===== config.mk =====
export PLATFORM = sky130hd
export DESIGN_NAME = ram_port_arbiter_flat
export DESIGN_NICKNAME = d
export VERILOG_FILES = /design/src/rtl/ram_port_arbiter_pkg.sv /design/src/rtl/ram_port_arbiter_if.sv /design/src/rtl/ram_port_arbiter_rr_arb2.sv /design/src/rtl/ram_port_arbiter.sv /design/src/flat_wrapper.sv
export SDC_FILE = /design/constraint.sdc
export NUM_CORES = 1
export LEC_CHECK = 0
export ABC_AREA = 1
export CAP_MARGIN = 20
export CORE_AREA = 2 2 91 93
export CTS_BUF_LIST = sky130_fd_sc_hd__clkbuf_2
export CTS_CLUSTER_SIZE = 25
export DETAILED_ROUTE_END_ITERATION = 12
export DIE_AREA = 0 0 93 95
export DONT_BUFFER_PORTS = 1
export PLACE_DENSITY = 0.43
export SLEW_MARGIN = 20
export SYNTH_ARGS = -nofsm -noshare
export SYNTH_HDL_FRONTEND = slang
export SYNTH_SLANG_ARGS = --single-unit

===== constraint.sdc =====
create_clock -name clk -period 4.2 [get_ports clk]
set_clock_uncertainty 0.1 [all_clocks]
set_input_delay 0.63 -clock clk [delete_from_list [all_inputs] [get_ports clk]]
set_output_delay 0.63 -clock clk [all_outputs]
set_load 0.05 [all_outputs]

===== src/rtl/ram_port_arbiter_pkg.sv =====
// rtl/ram_port_arbiter_pkg.sv - shared types and constants for the RAM port arbiter
// Purpose: FSM state enum, requester count, default geometry and sizing helpers.
// Ports: none (package ram_arb_pkg).
package ram_arb_pkg;

  typedef enum logic {
    RUN   = 1'b0,
    CLEAR = 1'b1
  } arb_state_e;

  localparam int NUM_REQ    = 2;
  localparam int RAM_ADDR_W = 8;
  localparam int RAM_DATA_W = 32;
  localparam int BE_W       = RAM_DATA_W / 8;
  localparam int DEPTH      = 2 ** RAM_ADDR_W;

  // Sizing helpers for parameterised instances that differ from the defaults
  function automatic int be_w(input int data_w);
    return data_w / 8;
  endfunction

  function automatic int depth_of(input int addr_w);
    return 2 ** addr_w;
  endfunction

endpackage


===== src/rtl/ram_port_arbiter_if.sv =====
// rtl/ram_port_arbiter_if.sv - client-side write/read request bus for the RAM port arbiter
// Purpose: bundles both requesters' write and read handshakes.
// Ports (modport slave = arbiter side):
//   wr_valid/wr_ready [NUM_REQ], wr_addr/wr_be/wr_data packed per requester,
//   rd_valid/rd_ready [NUM_REQ], rd_addr packed per requester,
//   rd_rvalid [NUM_REQ] one-hot response strobe, rd_rdata shared response data.
interface ram_port_arbiter_if
  import ram_arb_pkg::*;
#(
  parameter int ADDR_W = 8,
  parameter int DATA_W = 32
);

  logic [NUM_REQ-1:0]              wr_valid;
  logic [NUM_REQ-1:0]              wr_ready;
  logic [NUM_REQ*ADDR_W-1:0]       wr_addr;
  logic [NUM_REQ*(DATA_W/8)-1:0]   wr_be;
  logic [NUM_REQ*DATA_W-1:0]       wr_data;
  logic [NUM_REQ-1:0]              rd_valid;
  logic [NUM_REQ-1:0]              rd_ready;
  logic [NUM_REQ*ADDR_W-1:0]       rd_addr;
  logic [NUM_REQ-1:0]              rd_rvalid;
  logic [DATA_W-1:0]               rd_rdata;

  modport master (
    output wr_valid, wr_addr, wr_be, wr_data, rd_valid, rd_addr,
    input  wr_ready, rd_ready, rd_rvalid, rd_rdata
  );

  modport slave (
    input  wr_valid, wr_addr, wr_be, wr_data, rd_valid, rd_addr,
    output wr_ready, rd_ready, rd_rvalid, rd_rdata
  );

endinterface


===== src/rtl/ram_port_arbiter_rr_arb2.sv =====
// rtl/ram_port_arbiter_rr_arb2.sv - two-way round-robin arbiter
// Purpose: grants one of two requesters per cycle; on contention the requester
//          that was not granted last wins.
// Ports: clk, rst (async active-high), en (arbitration enabled),
//        valid[1:0] requests in, grant[1:0] one-hot or zero out.
module rr_arb2 (
  input  logic       clk,
  input  logic       rst,
  input  logic       en,
  input  logic [1:0] valid,
  output logic [1:0] grant
);

  // Index of the requester granted most recently
  logic last;

  always_comb begin
    grant = 2'b00;
    if (en) begin
      case (valid)
        2'b01:   grant = 2'b01;
        2'b10:   grant = 2'b10;
        2'b11:   grant = last ? 2'b01 : 2'b10;
        default: grant = 2'b00;
      endcase
    end
  end

  always_ff @(posedge clk or posedge rst) begin
    if (rst) begin
      last <= 1'b0;
    end else if (grant != 2'b00) begin
      last <= grant[1];
    end
  end

endmodule


===== src/rtl/ram_port_arbiter.sv =====
// rtl/ram_port_arbiter.sv - sequencer/arbiter sharing a dual-port byte-enable RAM
// Purpose: round-robin arbitration of two requesters on the RAM write port and
//          read port independently, plus a zero-fill sweep after reset or on
//          clr_start. Optional macro RD_WR_BYPASS_EN forwards same-cycle
//          same-address write bytes into the following read response.
// Ports: clk, rst (async active-high); clr_start in, clr_busy out;
//        bus (ram_port_arbiter_if.slave) client requests and read responses;
//        ram_wr_en/ram_byte_en/ram_wr_addr/ram_data_in, ram_rd_en/ram_rd_addr
//        to the RAM; ram_data_out from the RAM (1-cycle registered read).
module ram_port_arbiter
  import ram_arb_pkg::*;
#(
  parameter int ADDR_W        = RAM_ADDR_W,
  parameter int DATA_W        = RAM_DATA_W,
  parameter bit INIT_ON_RESET = 1'b1
) (
  input  logic                clk,
  input  logic                rst,
  input  logic                clr_start,
  output logic                clr_busy,
  ram_port_arbiter_if.slave   bus,
  output logic                ram_wr_en,
  output logic [DATA_W/8-1:0] ram_byte_en,
  output logic [ADDR_W-1:0]   ram_wr_addr,
  output logic [DATA_W-1:0]   ram_data_in,
  output logic                ram_rd_en,
  output logic [ADDR_W-1:0]   ram_rd_addr,
  input  logic [DATA_W-1:0]   ram_data_out
);

  localparam int BYTES = be_w(DATA_W);

  arb_state_e        state, state_nxt;
  logic [ADDR_W-1:0] clr_cnt, clr_cnt_nxt;
  logic              arb_en;
  logic [1:0]        wr_grant;
  logic [1:0]        rd_grant;
  logic [1:0]        rd_rvalid_q;
  logic [DATA_W-1:0] rd_merged;

  // ---------------- FSM ----------------
  always_ff @(posedge clk or posedge rst) begin
    if (rst) begin
      state   <= INIT_ON_RESET ? CLEAR : RUN;
      clr_cnt <= '0;
    end else begin
      state   <= state_nxt;
      clr_cnt <= clr_cnt_nxt;
    end
  end

  always_comb begin
    state_nxt   = state;
    clr_cnt_nxt = clr_cnt;
    arb_en      = 1'b0;
    clr_busy    = 1'b0;
    case (state)
      RUN: begin
        arb_en = 1'b1;
        if (clr_start) begin
          state_nxt   = CLEAR;
          clr_cnt_nxt = '0;
        end
      end
      CLEAR: begin
        clr_busy    = 1'b1;
        clr_cnt_nxt = clr_cnt + 1'b1;
        // Last word of the sweep: counter wraps to zero on its own
        if (&clr_cnt) begin
          state_nxt = RUN;
        end
      end
      default: state_nxt = RUN;
    endcase
  end

  // ---------------- Arbiters ----------------
  rr_arb2 u_wr_arb (
    .clk   (clk),
    .rst   (rst),
    .en    (arb_en),
    .valid (bus.wr_valid),
    .grant (wr_grant)
  );

  rr_arb2 u_rd_arb (
    .clk   (clk),
    .rst   (rst),
    .en    (arb_en),
    .valid (bus.rd_valid),
    .grant (rd_grant)
  );

  assign bus.wr_ready = wr_grant;
  assign bus.rd_ready = rd_grant;

  // ---------------- Write port ----------------
  always_comb begin
    ram_wr_en   = 1'b0;
    ram_byte_en = '0;
    ram_wr_addr = '0;
    ram_data_in = '0;
    if (state == CLEAR) begin
      ram_wr_en   = 1'b1;
      ram_byte_en = '1;
      ram_wr_addr = clr_cnt;
    end else if (wr_grant[0]) begin
      ram_wr_en   = 1'b1;
      ram_byte_en = bus.wr_be[0 +: BYTES];
      ram_wr_addr = bus.wr_addr[0 +: ADDR_W];
      ram_data_in = bus.wr_data[0 +: DATA_W];
    end else if (wr_grant[1]) begin
      ram_wr_en   = 1'b1;
      ram_byte_en = bus.wr_be[BYTES +: BYTES];
      ram_wr_addr = bus.wr_addr[ADDR_W +: ADDR_W];
      ram_data_in = bus.wr_data[DATA_W +: DATA_W];
    end
  end

  // ---------------- Read port ----------------
  always_comb begin
    ram_rd_en   = 1'b0;
    ram_rd_addr = '0;
    if (rd_grant[0]) begin
      ram_rd_en   = 1'b1;
      ram_rd_addr = bus.rd_addr[0 +: ADDR_W];
    end else if (rd_grant[1]) begin
      ram_rd_en   = 1'b1;
      ram_rd_addr = bus.rd_addr[ADDR_W +: ADDR_W];
    end
  end

  // The RAM registers its read, so the strobe just follows the grant by one cycle
  always_ff @(posedge clk or posedge rst) begin
    if (rst) begin
      rd_rvalid_q <= 2'b00;
    end else begin
      rd_rvalid_q <= rd_grant;
    end
  end

`ifdef RD_WR_BYPASS_EN
  logic             byp_hit;
  logic [BYTES-1:0] byp_be_q;
  logic [DATA_W-1:0] byp_data_q;

  // Only arbitrated traffic can collide; the sweep never reads
  assign byp_hit = ram_wr_en && ram_rd_en && (ram_wr_addr == ram_rd_addr);

  always_ff @(posedge clk or posedge rst) begin
    if (rst) begin
      byp_be_q   <= '0;
      byp_data_q <= '0;
    end else begin
      byp_be_q   <= byp_hit ? ram_byte_en : '0;
      byp_data_q <= ram_data_in;
    end
  end

  always_comb begin
    rd_merged = ram_data_out;
    for (int b = 0; b < BYTES; b++) begin
      if (byp_be_q[b]) begin
        rd_merged[b*8 +: 8] = byp_data_q[b*8 +: 8];
      end
    end
  end
`else
  assign rd_merged = ram_data_out;
`endif

  // Zero outside a response keeps the shared data bus deterministic
  assign bus.rd_rvalid = rd_rvalid_q;
  assign bus.rd_rdata  = (|rd_rvalid_q) ? rd_merged : '0;

endmodule


===== src/flat_wrapper.sv =====
// flat-port wrapper written by rule: the top's interface ports become plain ports
module ram_port_arbiter_flat import ram_arb_pkg::*;
#(
  parameter int ADDR_W        = RAM_ADDR_W,
  parameter int DATA_W        = RAM_DATA_W,
  parameter bit INIT_ON_RESET = 1'b1
)
  (clk, rst, clr_start, clr_busy, ram_wr_en, ram_byte_en, ram_wr_addr, ram_data_in, ram_rd_en, ram_rd_addr, ram_data_out, bus_wr_valid, bus_wr_addr, bus_wr_be, bus_wr_data, bus_rd_valid, bus_rd_addr, bus_wr_ready, bus_rd_ready, bus_rd_rvalid, bus_rd_rdata);
  ram_port_arbiter_if #(.ADDR_W(ADDR_W), .DATA_W(DATA_W)) bus_i ();
  input  logic clk;
  input  logic rst;
  input  logic clr_start;
  output logic clr_busy;
  output logic ram_wr_en;
  output logic [DATA_W/8-1:0] ram_byte_en;
  output logic [ADDR_W-1:0] ram_wr_addr;
  output logic [DATA_W-1:0] ram_data_in;
  output logic ram_rd_en;
  output logic [ADDR_W-1:0] ram_rd_addr;
  input  logic [DATA_W-1:0] ram_data_out;
  input wire logic [$bits(bus_i.wr_valid)-1:0] bus_wr_valid;
  input wire logic [$bits(bus_i.wr_addr)-1:0] bus_wr_addr;
  input wire logic [$bits(bus_i.wr_be)-1:0] bus_wr_be;
  input wire logic [$bits(bus_i.wr_data)-1:0] bus_wr_data;
  input wire logic [$bits(bus_i.rd_valid)-1:0] bus_rd_valid;
  input wire logic [$bits(bus_i.rd_addr)-1:0] bus_rd_addr;
  output wire logic [$bits(bus_i.wr_ready)-1:0] bus_wr_ready;
  output wire logic [$bits(bus_i.rd_ready)-1:0] bus_rd_ready;
  output wire logic [$bits(bus_i.rd_rvalid)-1:0] bus_rd_rvalid;
  output wire logic [$bits(bus_i.rd_rdata)-1:0] bus_rd_rdata;
  assign bus_i.wr_valid = bus_wr_valid;
  assign bus_i.wr_addr = bus_wr_addr;
  assign bus_i.wr_be = bus_wr_be;
  assign bus_i.wr_data = bus_wr_data;
  assign bus_i.rd_valid = bus_rd_valid;
  assign bus_i.rd_addr = bus_rd_addr;
  assign bus_wr_ready = bus_i.wr_ready;
  assign bus_rd_ready = bus_i.rd_ready;
  assign bus_rd_rvalid = bus_i.rd_rvalid;
  assign bus_rd_rdata = bus_i.rd_rdata;
  ram_port_arbiter #(.ADDR_W(ADDR_W), .DATA_W(DATA_W), .INIT_ON_RESET(INIT_ON_RESET)) u_core (.clk(clk), .rst(rst), .clr_start(clr_start), .clr_busy(clr_busy), .bus(bus_i), .ram_wr_en(ram_wr_en), .ram_byte_en(ram_byte_en), .ram_wr_addr(ram_wr_addr), .ram_data_in(ram_data_in), .ram_rd_en(ram_rd_en), .ram_rd_addr(ram_rd_addr), .ram_data_out(ram_data_out));
endmodule

After elaboration in Yosys (flattened, before gate mapping)
Cells that the tools add are included.
{"block": "word_totals", "register_bits": 13, "output_inout_bits": 93, "word_cells": 47}
{"block": "classes", "add_sub_neg": 1, "eq_ne": 7, "mux": 29, "bitwise_logic": 1, "reduce_logical": 4}
{"operator": "$mux 32", "count": 4}
{"operator": "$mux 8", "count": 6}
{"operator": "$pmux 8 s2", "count": 1}
{"operator": "$mux 4", "count": 3}
{"operator": "$pmux 2 s3", "count": 2}
{"operator": "$add 8x1->8 const B", "count": 1}
{"operator": "$eq 2x2->1 const B", "count": 4}
{"operator": "$mux 1", "count": 8}
{"operator": "$mux 2", "count": 4}
{"operator": "$reduce_and 8->1", "count": 1}
{"operator": "$eq 2x1->1 const B", "count": 2}
{"operator": "$reduce_bool 2->1", "count": 2}
{"operator": "$ne 2x2->1 const B", "count": 1}
{"operator": "$pmux 1 s2", "count": 1}
{"operator": "$reduce_or 2->1", "count": 1}
{"operator": "$not 1->1", "count": 1}

Logic depth before layout (Yosys ltp)
{"block": "logic_depth", "word_depth": 6, "depth_mapped": 7, "mapped_depth_nobuf": 7}

Cells and area by module
Synthesis repeated with hierarchy kept, for this count alone.
{"block": "hier_totals", "cells_unflattened": 337, "hier_area_um2": 1754.2}
{"module": "ram_port_arbiter", "instances": 1, "cells_per_inst": 313, "area_each_um2": 1619.1}
{"module": "rr_arb2", "instances": 2, "cells_per_inst": 12, "area_each_um2": 67.6}

Least setup slack after synthesis
OpenSTA, ideal clock, no wires.
{"block": "synth_path", "path_kind": "input-to-output", "from": "in bus_rd_valid[0]", "to": "out ram_rd_addr[0]", "arrival_time_ns": 1.782, "required_time_ns": 3.470, "setup_slack_ns": 1.688, "cell_stages": 4, "cell_sequence": "nand2_1 a21oi_2 nand2_1 nand2_1"}
{"item": "start: declaration", "line_no": "flat_wrapper.sv:25", "source": "input wire logic [$bits(bus_i.rd_valid)-1:0] bus_rd_valid;"}
{"item": "$eq 2x2->1 or $eq 2x1->1 (tied branches)", "line_no": "ram_port_arbiter_rr_arb2.sv:20", "source": "case (valid)"}
{"item": "$pmux 2 s3 *", "line_no": "ram_port_arbiter_rr_arb2.sv:20"}
{"item": "$mux 2 *", "line_no": "ram_port_arbiter_rr_arb2.sv:19", "source": "if (en) begin"}
{"item": "named net bus_rd_ready[0]", "line_no": "flat_wrapper.sv:28", "source": "output wire logic [$bits(bus_i.rd_ready)-1:0] bus_rd_ready;"}
{"item": "$mux 8 *", "line_no": "ram_port_arbiter.sv:124", "source": "if (rd_grant[0]) begin"}
{"item": "end: declaration", "line_no": "flat_wrapper.sv:19", "source": "output logic [ADDR_W-1:0] ram_rd_addr;"}
The timed path passes the listed nets; every way through them passes the cells marked *.

Worst setup path in the final report
{"block": "layout_path", "from": "reg u_core.state", "to": "out ram_rd_addr[2]"}
{"item": "start: declaration", "line_no": "ram_port_arbiter.sv:33", "source": "arb_state_e state, state_nxt;"}
{"item": "start signal: assignment", "line_no": "ram_port_arbiter.sv:44", "source": "state <= INIT_ON_RESET ? CLEAR : RUN;"}
{"item": "start signal: assignment", "line_no": "ram_port_arbiter.sv:47", "source": "state <= state_nxt;"}
{"item": "$mux 2", "line_no": "ram_port_arbiter_rr_arb2.sv:19"}
{"item": "named net bus_rd_ready[0]", "line_no": "flat_wrapper.sv:28"}
{"item": "$mux 8", "line_no": "ram_port_arbiter.sv:124"}
The timed path passes the listed nets, and every way through them passes these cells.

==> run_results.csv <==
group,metric,value,unit
status,outcome,"complete, no violations",
synthesis,ys_seq_area_share,19.3,%
floorplanning,rows,33,
synthesis,synthArstFlopShare,100,%
critical_path,crit_fanout,21,
synthesis,postSynthAreaPerCell,5.08,sq um
routing,avgRoutedWirePerCell,13.9,um
critical_path,cpMaxStageDelayCell,"a21oi_2",
synthesis,synth_most_common_cell,"nand2_1",
sta,finalCriticalPeriod,3.40,ns
synthesis,synth_cells,332,
sta,period_share,80.9,%
floorplanning,core,0.00793,sq mm
layout,layout.cells.non_filler,428,
critical_path,crit_chain,"inv_2 -> nand2_1 -> a21oi_2 -> nand2_1 -> nand2_1",
grt,grt_overflow,0,
layout,antenna_cells,0,
floorplanning,die-area,0.00884,sq mm
synthesis,synth_warnings,0,
floorplanning,die_width,93,um
clock_network,clock-sinks,13,
synthesis,synth_top_cell_area_share,36.9,%
routing,vias_per_cell,4.45,
layout,fin_nets,468,
clock_network,clock_latency,0.27,ns
routing,wl,5940,um
routing,drt_iter0_drc,67,
power,power.density,121,mW/mm^2
critical_path,path_class,"reg2out",
critical_path,cp_data_arrival_time,2.67,ns
synthesis,synth_edf_count,0,
sta,max_freq,294,MHz
power,total_leakage_power,1.09,nW
clock_network,clockBufferDepth,2,
grt,grt_max_degree,43,
sta,finalSetupViolations,0,
layout,final_area,0.00175,sq mm
critical_path,end_kind,"output port",
sta,hold_slack,0.160,ns
synthesis,yosys.area.top_type,"nand2_1",
critical_path,cp.required,3.47,ns
layout,area_growth,3.78,%
clock_network,cts_tree,"yes",
clock_network,clkTransAtPathRegs,0.14,ns
synthesis,synth_common_cells,"nand2_1 (166), inv_1 (45), nor2_1 (40), nand3_1 (25), dfrtp_1 (12)",
placed_design,gp_congestion,0.804,
clock_network,postCtsSetupRepairBufs,0,
grt,grt_pass1_vias,1609,
placed_design,place_area,0.00173,sq mm
clock_network,holdBufCountCts,0,
sta,slew_headroom,35.0,%
synthesis,ys.flop_type,"dfrtp_1",
sta,tns,0,ns
routing,antenna_left,0,
synthesis,synth.distinct_cells,22,
clock_network,cts_root_buf,"clkbuf_2",
synthesis,netlist_area,0.00169,sq mm
clock_network,cts_repair_resize_count,0,
layout,fillers,913,
routing,route.detailed.drc,0,
floorplanning,die_h,95,um
critical_path,critPathMostFrequentCell,"nand2_1",
sta,final_max_slew_viol_count,0,
job,max_cap_violations,0,
grt,antenna_found_initial,0,
placed_design,dp.cells,424,
critical_path,max_stage_delay,0.74,ns
placed_design,portBuffers,0,
clock_network,cts_buffers,3,
sta,rsz0062_at_grt,"false",
synthesis,synth_area_leaders,"nand2_1 (37%), dfrtp_1 (18%), inv_1 (10%), nor2_1 (8.9%), nand3_1 (7.4%)",
layout,multiInputGateArea,0.00108,sq mm
floorplanning,io_pins,236,
placed_design,place_hpwl,5040,um
routing,firstDrtPassIters,4,
routing,vias,1906,
layout,seqCellArea,327,sq um
sta,finalHoldViolCount,0,
grt,grt_pass1_wl,8160,um
clock_network,htreeDepth,1,
grt,gr-usage-all-layers,11.8,%
power,ir_drop,0.0693,mV
sta,worstMarginPinSlew,0.975,ns
hold_path,hold_path_class,"in2async",
floorplanning,initial_utilization,21.3,%
layout,drive_gt1_share,5.57,%
synthesis,syn-num-nets,476,
synthesis,ys_ff_latch,13,
critical_path,worstSetupStartpointType,"flop",
-- layout make-up --
type / instances / share of cell area, %
Timing Repair Buffer: 1 / 0.429
Inverter: 49 / 10.5
Sequential cell: 13 / 18.6
Tap cell: 105 / 7.50
Clock buffer: 4 / 1.14
Multi-Input combinational cell: 256 / 61.8
-- layer usage --
layer,global-route usage (%),vias to the layer above,part of all wire [%]
met2,21.9,96,51
met1,13.6,836,39
met4,2.57,0,0.47
li1,-,972,-
met3,3.11,2,9.1
met5,0,-,0
-- where the power goes --
group / internal [mW] / switching, mW
registers: 0.126 / 0.000289
logic: 0.00436 / 0.0124
clock network: 0.0253 / 0.0438
total: 0.155 / 0.0565
-- state kept, by name (all words and copies together) (netlist names) --
signal                cells
u_core.state              1
u_core.u_rd_arb.last      1
u_core.bus.rd_rvalid      2
u_core.u_wr_arb.last      1
u_core.clr_cnt            8
-- kinds of logic (layout without fill, tap and decap cells) --
family                   Yosys count  after routing  synth area share [%]
flip-flops                        13             13                  19.3
adder cells (fa/ha/maj)            1              1                 0.741
buffers and inverters             63             54                  17.0
AND/OR/NAND/NOR                  246            246                  59.9
AO/OA/AOI/OAI                      9              9                  3.04
-- cell usage in the layout, fill, tap and decap left out, drive strengths merged --
cell | synthesis | final
clkbuf | 3 | 4
dfrtp | 12 | 12
o21ai | 4 | 4
inv | 49 | 49
nor2 | 43 | 43
dfstp | 1 | 1
a21oi | 4 | 4
nand2 | 169 | 169
nor3 | 1 | 1
buf | 11 | 1
ha | 1 | 1
nand4 | 8 | 8
o21bai | 1 | 1
nand3 | 25 | 25
-- final timing paths --
kind                            slack, ns                     startpoint  cells past startpoint                                end
worst max-delay path                 0.80         u_core.state$_DFF_PP1_                      5                     ram_rd_addr[2]
worst min-delay path                 0.16                            rst                      1  u_core.bus.rd_rvalid[0]$_DFF_PP0_
worst max register to register       1.96         u_core.state$_DFF_PP1_                      4   u_core.u_rd_arb.last$_DFFE_PP0P_
worst min register to register       0.46  u_core.clr_cnt[7]$_DFFE_PP0P_                      3      u_core.clr_cnt[7]$_DFFE_PP0P_
max in group asynchronous            3.47                            rst                      1             u_core.state$_DFF_PP1_
min in group clk                     0.40                      clr_start                      2             u_core.state$_DFF_PP1_
-- through the flow --
step / worst slack (ns) / util, % / power, mW
3_5_place_dp: 1.09 / 21.8 / 0.145
6_report: 0.803 / 22.1 / 0.212
2_1_floorplan: 1.69 / - / 0.143
3_3_place_gp: 1.14 / 21.8 / 0.145
4_1_cts: 0.749 / 22.0 / 0.219
5_1_grt: 0.591 / 22.1 / 0.227
-- critical path: cells and delay by family (launching register included) --
kind / cells / cell delay [ns]
and+or+nand+nor: 3 / 0.65
buffers and inverters: 1 / 0.42
AOI/OAI and AO/OA: 1 / 0.74
DFF: 1 / 0.58
No activity file was read; power rests on OpenSTA's default activity.
